## config.mk

```make
export PLATFORM = sky130hd
export DESIGN_NAME = axi4_ar_outstanding_limiter_flat
export DESIGN_NICKNAME = d
export VERILOG_FILES = /design/src/rtl/axi_rab_pkg.sv /design/src/rtl/axi4_ar_outstanding_limiter_if.sv /design/src/rtl/axi4_ar_outstanding_limiter.sv /design/src/flat_wrapper.sv
export SDC_FILE = /design/constraint.sdc
export NUM_CORES = 1
export LEC_CHECK = 0
export ABC_AREA = 1
export CAP_MARGIN = 20
export CORE_AREA = 2 2 108 110
export CTS_CLUSTER_SIZE = 40
export DETAILED_ROUTE_END_ITERATION = 16
export DIE_AREA = 0 0 110 112
export SLEW_MARGIN = 20
export SYNTH_ARGS = -nofsm -noshare
export SYNTH_HDL_FRONTEND = slang
export SYNTH_SLANG_ARGS = --single-unit
```

## constraint.sdc

```tcl
create_clock -name axi4_aclk -period 2.44 [get_ports axi4_aclk]
set_input_delay 0.366 -clock axi4_aclk [delete_from_list [all_inputs] [get_ports axi4_aclk]]
set_output_delay 0.366 -clock axi4_aclk [all_outputs]
set_load 0.01 [all_outputs]
```

## src/rtl/axi_rab_pkg.sv

```systemverilog
// Shared RAB read-path definitions.
//   drain_state_e     : drain handshake states used by the AR outstanding limiter
//   RESP_*            : AXI RRESP/BRESP encodings
//   ar_payload_width  : packed AR payload width (id + addr + len + size + burst +
//                       lock + prot + cache + user), shared with the AR buffer
package axi_rab_pkg;

    typedef enum logic [1:0] {
        ST_RUN   = 2'd0,
        ST_DRAIN = 2'd1,
        ST_IDLE  = 2'd2
    } drain_state_e;

    localparam logic [1:0] RESP_OKAY   = 2'b00;
    localparam logic [1:0] RESP_EXOKAY = 2'b01;
    localparam logic [1:0] RESP_SLVERR = 2'b10;
    localparam logic [1:0] RESP_DECERR = 2'b11;

    // 32 addr + 8 len + 3 size + 2 burst + 1 lock + 3 prot + 4 cache = 53
    function automatic int unsigned ar_payload_width(input int unsigned id_w,
                                                     input int unsigned user_w);
        return id_w + user_w + 53;
    endfunction

endpackage

```

## src/rtl/axi4_ar_outstanding_limiter_if.sv

```systemverilog
// AXI4 read bus (AR + R channels) bundle.
//   master modport : drives AR payload/arvalid and rready, receives arready and R
//   slave  modport : the mirror image
interface axi4_ar_outstanding_limiter_if #(
    parameter int C_AXI_ID_WIDTH   = 4,
    parameter int C_AXI_USER_WIDTH = 4,
    parameter int C_AXI_DATA_WIDTH = 64
);
    logic [C_AXI_ID_WIDTH-1:0]   arid;
    logic [31:0]                 araddr;
    logic [7:0]                  arlen;
    logic [2:0]                  arsize;
    logic [1:0]                  arburst;
    logic                        arlock;
    logic [2:0]                  arprot;
    logic [3:0]                  arcache;
    logic [C_AXI_USER_WIDTH-1:0] aruser;
    logic                        arvalid;
    logic                        arready;

    logic [C_AXI_ID_WIDTH-1:0]   rid;
    logic [C_AXI_DATA_WIDTH-1:0] rdata;
    logic [1:0]                  rresp;
    logic                        rlast;
    logic                        rvalid;
    logic                        rready;

    modport master (
        output arid, araddr, arlen, arsize, arburst, arlock, arprot, arcache, aruser,
        output arvalid,
        input  arready,
        input  rid, rdata, rresp, rlast, rvalid,
        output rready
    );

    modport slave (
        input  arid, araddr, arlen, arsize, arburst, arlock, arprot, arcache, aruser,
        input  arvalid,
        output arready,
        output rid, rdata, rresp, rlast, rvalid,
        input  rready
    );

endinterface

```

## src/rtl/axi4_ar_outstanding_limiter.sv

```systemverilog
// AR-channel credit stage for the RAB read path.
// Forwards ARs to the slave only while fewer than C_MAX_OUTSTANDING bursts are in
// flight, counts completions (rlast beats) on the pass-through R channel, and offers
// a drain handshake to quiesce reads.
//   axi4_aclk, axi4_arst : clock, asynchronous active-high reset
//   s_axi4               : upstream side (from AR buffer / to master)
//   m_axi4               : downstream side (to slave)
//   drain_req_i          : level request to block new ARs and wait for zero in flight
//   drain_ack_o          : high while drained (IDLE)
//   outstanding_o        : registered in-flight burst count
//   err_underflow_o      : sticky, rlast completion seen with nothing outstanding
module axi4_ar_outstanding_limiter
    import axi_rab_pkg::*;
#(
    parameter int C_AXI_ID_WIDTH    = 4,
    parameter int C_AXI_USER_WIDTH  = 4,
    parameter int C_AXI_DATA_WIDTH  = 64,
    parameter int C_MAX_OUTSTANDING = 8,
    parameter int C_CNT_WIDTH       = $clog2(C_MAX_OUTSTANDING + 1)
) (
    input  logic                   axi4_aclk,
    input  logic                   axi4_arst,
    axi4_ar_outstanding_limiter_if.slave  s_axi4,
    axi4_ar_outstanding_limiter_if.master m_axi4,
    input  logic                   drain_req_i,
    output logic                   drain_ack_o,
    output logic [C_CNT_WIDTH-1:0] outstanding_o,
    output logic                   err_underflow_o
);

    localparam int unsigned AR_W = ar_payload_width(C_AXI_ID_WIDTH, C_AXI_USER_WIDTH);
    localparam logic [C_CNT_WIDTH-1:0] CNT_MAX = C_CNT_WIDTH'(C_MAX_OUTSTANDING);

    drain_state_e           state;
    logic [C_CNT_WIDTH-1:0] cnt;
    logic [C_CNT_WIDTH-1:0] cnt_next;
    logic                   ar_pend;
    logic                   ar_pend_next;
    logic                   err;
    logic                   drain_ack;
    logic                   allow;
    logic                   ar_hs;
    logic                   r_done;
    logic                   underflow;
    logic [AR_W-1:0]        ar_payload;

    // AR payload is a straight copy; no storage.
    assign ar_payload = {s_axi4.arid, s_axi4.araddr, s_axi4.arlen, s_axi4.arsize,
                         s_axi4.arburst, s_axi4.arlock, s_axi4.arprot,
                         s_axi4.arcache, s_axi4.aruser};
    assign {m_axi4.arid, m_axi4.araddr, m_axi4.arlen, m_axi4.arsize,
            m_axi4.arburst, m_axi4.arlock, m_axi4.arprot,
            m_axi4.arcache, m_axi4.aruser} = ar_payload;

    // R channel passes straight through, independent of reset.
    assign s_axi4.rid    = m_axi4.rid;
    assign s_axi4.rdata  = m_axi4.rdata;
    assign s_axi4.rresp  = m_axi4.rresp;
    assign s_axi4.rlast  = m_axi4.rlast;
    assign s_axi4.rvalid = m_axi4.rvalid;
    assign m_axi4.rready = s_axi4.rready;

    // A pending AR keeps the gate open regardless of drain or credit, so it is never
    // withdrawn. Credit uses the registered count only, keeping R->AR non-combinational.
    // Reset closes the gate immediately.
    assign allow = ~axi4_arst & (ar_pend | ((state == ST_RUN) && (cnt < CNT_MAX)));

    assign m_axi4.arvalid = s_axi4.arvalid & allow;
    assign s_axi4.arready = m_axi4.arready & allow;

    assign ar_hs        = m_axi4.arvalid & m_axi4.arready;
    assign r_done       = m_axi4.rvalid & m_axi4.rready & m_axi4.rlast;
    assign ar_pend_next = m_axi4.arvalid & ~m_axi4.arready;

    always_comb begin
        cnt_next  = cnt;
        underflow = 1'b0;
        if (ar_hs && !r_done) begin
            cnt_next = cnt + 1'b1;
        end else if (r_done && !ar_hs) begin
            if (cnt == '0) begin
                underflow = 1'b1;
            end else begin
                cnt_next = cnt - 1'b1;
            end
        end
    end

    always_ff @(posedge axi4_aclk or posedge axi4_arst) begin
        if (axi4_arst) begin
            state     <= ST_RUN;
            cnt       <= '0;
            ar_pend   <= 1'b0;
            err       <= 1'b0;
            drain_ack <= 1'b0;
        end else begin
            cnt     <= cnt_next;
            ar_pend <= ar_pend_next;
            if (underflow) begin
                err <= 1'b1;
            end
            case (state)
                ST_RUN: begin
                    if (drain_req_i && (!ar_pend || ar_hs)) begin
                        state <= ST_DRAIN;
                    end
                end
                ST_DRAIN: begin
                    // An AR that stalls on the very cycle drain is entered is still
                    // pending here; it must complete before the block reports drained.
                    if (!drain_req_i) begin
                        state <= ST_RUN;
                    end else if ((cnt_next == '0) && !ar_pend_next) begin
                        state     <= ST_IDLE;
                        drain_ack <= 1'b1;
                    end
                end
                ST_IDLE: begin
                    if (!drain_req_i) begin
                        state     <= ST_RUN;
                        drain_ack <= 1'b0;
                    end
                end
                default: begin
                    state     <= ST_RUN;
                    drain_ack <= 1'b0;
                end
            endcase
        end
    end

    assign drain_ack_o     = drain_ack;
    assign outstanding_o   = cnt;
    assign err_underflow_o = err;

endmodule

```

## src/flat_wrapper.sv

```systemverilog
// flat-port wrapper written by rule: the top's interface ports become plain ports
module axi4_ar_outstanding_limiter_flat import axi_rab_pkg::*;
#(
    parameter int C_AXI_ID_WIDTH    = 4,
    parameter int C_AXI_USER_WIDTH  = 4,
    parameter int C_AXI_DATA_WIDTH  = 64,
    parameter int C_MAX_OUTSTANDING = 8,
    parameter int C_CNT_WIDTH       = $clog2(C_MAX_OUTSTANDING + 1)
)
  (axi4_aclk, axi4_arst, drain_req_i, drain_ack_o, outstanding_o, err_underflow_o, s_axi4_arid, s_axi4_araddr, s_axi4_arlen, s_axi4_arsize, s_axi4_arburst, s_axi4_arlock, s_axi4_arprot, s_axi4_arcache, s_axi4_aruser, s_axi4_arvalid, s_axi4_arready, s_axi4_rid, s_axi4_rdata, s_axi4_rresp, s_axi4_rlast, s_axi4_rvalid, s_axi4_rready, m_axi4_arid, m_axi4_araddr, m_axi4_arlen, m_axi4_arsize, m_axi4_arburst, m_axi4_arlock, m_axi4_arprot, m_axi4_arcache, m_axi4_aruser, m_axi4_arvalid, m_axi4_arready, m_axi4_rid, m_axi4_rdata, m_axi4_rresp, m_axi4_rlast, m_axi4_rvalid, m_axi4_rready);
  axi4_ar_outstanding_limiter_if #(.C_AXI_ID_WIDTH(C_AXI_ID_WIDTH), .C_AXI_USER_WIDTH(C_AXI_USER_WIDTH), .C_AXI_DATA_WIDTH(C_AXI_DATA_WIDTH)) s_axi4_i ();
  axi4_ar_outstanding_limiter_if #(.C_AXI_ID_WIDTH(C_AXI_ID_WIDTH), .C_AXI_USER_WIDTH(C_AXI_USER_WIDTH), .C_AXI_DATA_WIDTH(C_AXI_DATA_WIDTH)) m_axi4_i ();
  input  logic axi4_aclk;
  input  logic axi4_arst;
  input  logic drain_req_i;
  output logic drain_ack_o;
  output logic [C_CNT_WIDTH-1:0] outstanding_o;
  output logic err_underflow_o;
  input wire logic [$bits(s_axi4_i.arid)-1:0] s_axi4_arid;
  input wire logic [$bits(s_axi4_i.araddr)-1:0] s_axi4_araddr;
  input wire logic [$bits(s_axi4_i.arlen)-1:0] s_axi4_arlen;
  input wire logic [$bits(s_axi4_i.arsize)-1:0] s_axi4_arsize;
  input wire logic [$bits(s_axi4_i.arburst)-1:0] s_axi4_arburst;
  input wire logic [$bits(s_axi4_i.arlock)-1:0] s_axi4_arlock;
  input wire logic [$bits(s_axi4_i.arprot)-1:0] s_axi4_arprot;
  input wire logic [$bits(s_axi4_i.arcache)-1:0] s_axi4_arcache;
  input wire logic [$bits(s_axi4_i.aruser)-1:0] s_axi4_aruser;
  input wire logic [$bits(s_axi4_i.arvalid)-1:0] s_axi4_arvalid;
  output wire logic [$bits(s_axi4_i.arready)-1:0] s_axi4_arready;
  output wire logic [$bits(s_axi4_i.rid)-1:0] s_axi4_rid;
  output wire logic [$bits(s_axi4_i.rdata)-1:0] s_axi4_rdata;
  output wire logic [$bits(s_axi4_i.rresp)-1:0] s_axi4_rresp;
  output wire logic [$bits(s_axi4_i.rlast)-1:0] s_axi4_rlast;
  output wire logic [$bits(s_axi4_i.rvalid)-1:0] s_axi4_rvalid;
  input wire logic [$bits(s_axi4_i.rready)-1:0] s_axi4_rready;
  output wire logic [$bits(m_axi4_i.arid)-1:0] m_axi4_arid;
  output wire logic [$bits(m_axi4_i.araddr)-1:0] m_axi4_araddr;
  output wire logic [$bits(m_axi4_i.arlen)-1:0] m_axi4_arlen;
  output wire logic [$bits(m_axi4_i.arsize)-1:0] m_axi4_arsize;
  output wire logic [$bits(m_axi4_i.arburst)-1:0] m_axi4_arburst;
  output wire logic [$bits(m_axi4_i.arlock)-1:0] m_axi4_arlock;
  output wire logic [$bits(m_axi4_i.arprot)-1:0] m_axi4_arprot;
  output wire logic [$bits(m_axi4_i.arcache)-1:0] m_axi4_arcache;
  output wire logic [$bits(m_axi4_i.aruser)-1:0] m_axi4_aruser;
  output wire logic [$bits(m_axi4_i.arvalid)-1:0] m_axi4_arvalid;
  input wire logic [$bits(m_axi4_i.arready)-1:0] m_axi4_arready;
  input wire logic [$bits(m_axi4_i.rid)-1:0] m_axi4_rid;
  input wire logic [$bits(m_axi4_i.rdata)-1:0] m_axi4_rdata;
  input wire logic [$bits(m_axi4_i.rresp)-1:0] m_axi4_rresp;
  input wire logic [$bits(m_axi4_i.rlast)-1:0] m_axi4_rlast;
  input wire logic [$bits(m_axi4_i.rvalid)-1:0] m_axi4_rvalid;
  output wire logic [$bits(m_axi4_i.rready)-1:0] m_axi4_rready;
  assign s_axi4_i.arid = s_axi4_arid;
  assign s_axi4_i.araddr = s_axi4_araddr;
  assign s_axi4_i.arlen = s_axi4_arlen;
  assign s_axi4_i.arsize = s_axi4_arsize;
  assign s_axi4_i.arburst = s_axi4_arburst;
  assign s_axi4_i.arlock = s_axi4_arlock;
  assign s_axi4_i.arprot = s_axi4_arprot;
  assign s_axi4_i.arcache = s_axi4_arcache;
  assign s_axi4_i.aruser = s_axi4_aruser;
  assign s_axi4_i.arvalid = s_axi4_arvalid;
  assign s_axi4_arready = s_axi4_i.arready;
  assign s_axi4_rid = s_axi4_i.rid;
  assign s_axi4_rdata = s_axi4_i.rdata;
  assign s_axi4_rresp = s_axi4_i.rresp;
  assign s_axi4_rlast = s_axi4_i.rlast;
  assign s_axi4_rvalid = s_axi4_i.rvalid;
  assign s_axi4_i.rready = s_axi4_rready;
  assign m_axi4_arid = m_axi4_i.arid;
  assign m_axi4_araddr = m_axi4_i.araddr;
  assign m_axi4_arlen = m_axi4_i.arlen;
  assign m_axi4_arsize = m_axi4_i.arsize;
  assign m_axi4_arburst = m_axi4_i.arburst;
  assign m_axi4_arlock = m_axi4_i.arlock;
  assign m_axi4_arprot = m_axi4_i.arprot;
  assign m_axi4_arcache = m_axi4_i.arcache;
  assign m_axi4_aruser = m_axi4_i.aruser;
  assign m_axi4_arvalid = m_axi4_i.arvalid;
  assign m_axi4_i.arready = m_axi4_arready;
  assign m_axi4_i.rid = m_axi4_rid;
  assign m_axi4_i.rdata = m_axi4_rdata;
  assign m_axi4_i.rresp = m_axi4_rresp;
  assign m_axi4_i.rlast = m_axi4_rlast;
  assign m_axi4_i.rvalid = m_axi4_rvalid;
  assign m_axi4_rready = m_axi4_i.rready;
  axi4_ar_outstanding_limiter #(.C_AXI_ID_WIDTH(C_AXI_ID_WIDTH), .C_AXI_USER_WIDTH(C_AXI_USER_WIDTH), .C_AXI_DATA_WIDTH(C_AXI_DATA_WIDTH), .C_MAX_OUTSTANDING(C_MAX_OUTSTANDING), .C_CNT_WIDTH(C_CNT_WIDTH)) u_core (.axi4_aclk(axi4_aclk), .axi4_arst(axi4_arst), .s_axi4(s_axi4_i), .m_axi4(m_axi4_i), .drain_req_i(drain_req_i), .drain_ack_o(drain_ack_o), .outstanding_o(outstanding_o), .err_underflow_o(err_underflow_o));
endmodule
```

==> metrics, run 1 <==
via count=842; syn_nets=371; RSZ-0062 raised after global routing=no; Critical Path Source Type=register; I/O pin cnt=281; worst relative slew slack=81.97%; post-synthesis cell area=0.001747 sq mm; vias per inst=3.214; Worst-path clk slew=0.04 ns; max cap viols=0; post-route design area=0.001186 sq mm; share of cells above drive strength 1=21.85%; Routed Antenna Nets=0; Area Growth Syn to Fin=-32.09%; Post-Synthesis Cells=230; post-detailed-route wirelength per cell=11.83 um; GP Congestion=0.7875; Distinct cells, synth=23; Die Width=110 um; Clock Tree Buf Depth=2; final core occ=10.61%; pwr/cell area=1013 mW/mm^2; Max FO, Critical Path=4; final clock skew=0.006303 ns; beginning of the worst hold path=u_core.err_underflow_o; final hold slack=0.4799 ns; root buf cell=clkbuf_16; worst slew pin tran=0.2696 ns; Avg Synthesized Cell Area=7.594 sq um; initial antenna violation count=0; final slew viol count=0; H-tree depth=1; Die Area=0.01232 sq mm; worst-skew pair later-pin latency=0.24 ns; number of global-route vias before repair=905; Final Hold Fails=0; Post-CTS Resized=0; total core area=0.01117 sq mm; hold_buf cts=0; worst hold path class=reg2reg; Setup CP Type=reg2out; Seq/Total Area, Yosys=12.89%; Data required, critical path=2.07 ns; Crit Reg-Reg Startpoint=u_core.outstanding_o[0]; final wirelength=3100 um; period utilization=89.92%; GRT Overall Usage=5.419%; Worst EP arrival=1.83 ns; CP startpoint=u_core.state[1]; first-pass GRT wire length=4809 um; Yosys warnings=0; fin nets=261; sum of negative setup slack=0 ns; total CTS buffers=3; hpwl dp=2586 um; Remaining Overflow, GRT=0; achievable clock frequency=455.8 MHz; Tmin final=2.194 ns; # Post-CTS Setup Buffers=0; drc violations=0; PortBufs=18; Sink Count=9; Die H=112 um; post-synthesis register bit count=9; status=finished clean; pin count of the biggest net entering global routing=10; TritonRoute pass-1 iters=4; placed cell area=0.001107 sq mm; CTS tree=yes; FP Rows=39; Crit. End Element=primary output; Static Leakage=0.0005188 uW; VDD IR max=329.6 uV; initial DRC count=18; setup violators final=0; Initial Util=15.63%; antenna cells=0; flop2flop setup slack=0.41 ns
==> synth_stat cells <==
cell type,n,share of area (%)
a21oi_1,1,0.29
xor2_1,1,0.50
inv_2,3,0.64
nor2_1,6,1.3
o21bai_1,1,0.43
inv_1,14,3.0
nand2_1,23,4.9
nor2_2,2,0.72
nand3_1,8,2.3
nor2_4,3,1.9
nand4_1,1,0.36
nand2_4,2,1.3
nand2_2,5,1.8
dfrtp_1,9,13
o21ai_0,5,1.4
ha_1,2,1.4
nand4_4,2,2.4
buf_4,134,58
a21oi_4,1,0.93
nand3b_1,2,0.86
clkinv_1,1,0.21
nand3_2,3,1.7
nand3_4,1,1.0
==> where the power goes <==
group / internal, uW / total [uW] / switching, uW
clock network: 219 / 300 / 81.0
logic: 273 / 620 / 347
registers: 210 / 282 / 71.6
total: 702 / 1200 / 499
==> kinds of logic (layout without fill, tap and decap cells) <==
kind of cell	count (synthesis)	after routing	synth area share, %
flip-flops	9	9	12.89
buffers and inverters	152	41	61.46
XOR/XNOR	1	1	0.5015
AO/OA/AOI/OAI	8	8	3.080
adder cells (fa/ha/maj)	2	2	1.432
AND/OR/NAND/NOR	58	58	20.63
==> critical path, cell delays in order, from the launching register on <==
cell	delay, ns
dfrtp_1	0.41
nor2_4	0.18
nand2_4	0.08
a21oi_4	0.17
inv_2	0.06
nor2_2	0.13
clkdlybuf4s50_1	0.56
==> worst paths after layout <==
kind / to / cells past startpoint
max in group asynchronous: u_core.drain_ack_o / 3
min in group asynchronous: u_core.ar_pend / 3
min reg2reg: u_core.err_underflow_o / 1
max reg2reg: u_core.drain_ack_o / 15
max: m_axi4_arvalid / 6
min: u_core.err_underflow_o / 1
==> registers in the layout, indices dropped and copies added, names as in the netlist <==
register / flops
u_core.err_underflow_o: 1
u_core.outstanding_o: 4
u_core.ar_pend: 1
u_core.state: 2
u_core.drain_ack_o: 1
==> routing by layer <==
layer / vias to the layer above / wire [um] / GRT usage (%)
li1: 352 / - / -
met1: 366 / 938 / 4.574
met2: 69 / 1384 / 7.280
met3: 55 / 408 / 3.162
met4: 0 / 369 / 7.932
met5: - / 0 / 0
==> final cells by class <==
| cell class | count | area, sq um |
|---|---|---|
| fillers | 1287 | 9988 |
| multi-input cells | 69 | 447.9 |
| flip-flops and latches | 9 | 225.2 |
| repair buffers | 19 | 187.7 |
| well taps | 143 | 178.9 |
| clock buffers | 4 | 78.83 |
| inverters | 18 | 67.56 |
==> stage by stage <==
stage,setup WS (ns),power [uW],std cells
final,0.2458,1202,262
after global placement,0.3173,910.8,258
after CTS,0.2154,1231,262
after detailed placement,0.2944,922.3,258
after global routing,0.1497,1312,262
after floorplan,0.6198,907.9,230
==> placed cells by master, fill, tap and decap left out <==
| cell | netlist | final |
|---|---|---|
| nand2_2 | 5 | 5 |
| nand4_1 | 1 | 1 |
| a21oi_4 | 1 | 1 |
| a21oi_1 | 1 | 1 |
| nand2_4 | 2 | 2 |
| nand2_1 | 23 | 23 |
| nor2_4 | 3 | 3 |
| xor2_1 | 1 | 1 |
| nor2_2 | 2 | 2 |
| nand3_2 | 3 | 3 |
| o21bai_1 | 1 | 1 |
| buf_4 | 134 | 1 |
| clkdlybuf4s50_1 | 0 | 18 |
| dfrtp_1 | 9 | 9 |
| inv_1 | 14 | 14 |
| inv_2 | 3 | 3 |
| nor2_1 | 6 | 6 |
| clkinv_1 | 1 | 1 |
| ha_1 | 2 | 2 |
| nand3_4 | 1 | 1 |
| o21ai_0 | 5 | 5 |
| clkbuf_1 | 0 | 1 |
| nand4_4 | 2 | 2 |
| nand3_1 | 8 | 8 |
| nand3b_1 | 2 | 2 |
| clkbuf_16 | 0 | 3 |
(Power assumes the default switching activity.)
==> inputs of run 2 (changes only) <==
--- a/config.mk
+++ b/config.mk
@@ -11,6 +11,7 @@
 export CTS_CLUSTER_SIZE = 40
 export DETAILED_ROUTE_END_ITERATION = 16
 export DIE_AREA = 0 0 110 112
+export MAX_ROUTING_LAYER = met4
 export SLEW_MARGIN = 20
 export SYNTH_ARGS = -nofsm -noshare
 export SYNTH_HDL_FRONTEND = slang
==> results of run 2 <==
No change in the layout: final DEF, timing and power equal those of run 1.
Among the figures that moved: final weighted congestion in routability-driven placement 0.7875 -> 0.7986; overall routing resource usage 5.419% -> 5.577%
==> inputs of run 3 (changes only) <==
--- a/config.mk
+++ b/config.mk
@@ -11,6 +11,7 @@
 export CTS_CLUSTER_SIZE = 40
 export DETAILED_ROUTE_END_ITERATION = 16
 export DIE_AREA = 0 0 110 112
+export GPL_TIMING_DRIVEN = 1
 export MAX_ROUTING_LAYER = met4
 export SLEW_MARGIN = 20
 export SYNTH_ARGS = -nofsm -noshare
==> results of run 3 <==
No change in the layout: final DEF, timing and power equal those of run 1.
Among the figures that moved: final weighted congestion in routability-driven placement 0.7875 -> 0.7986; overall routing resource usage 5.419% -> 5.577%
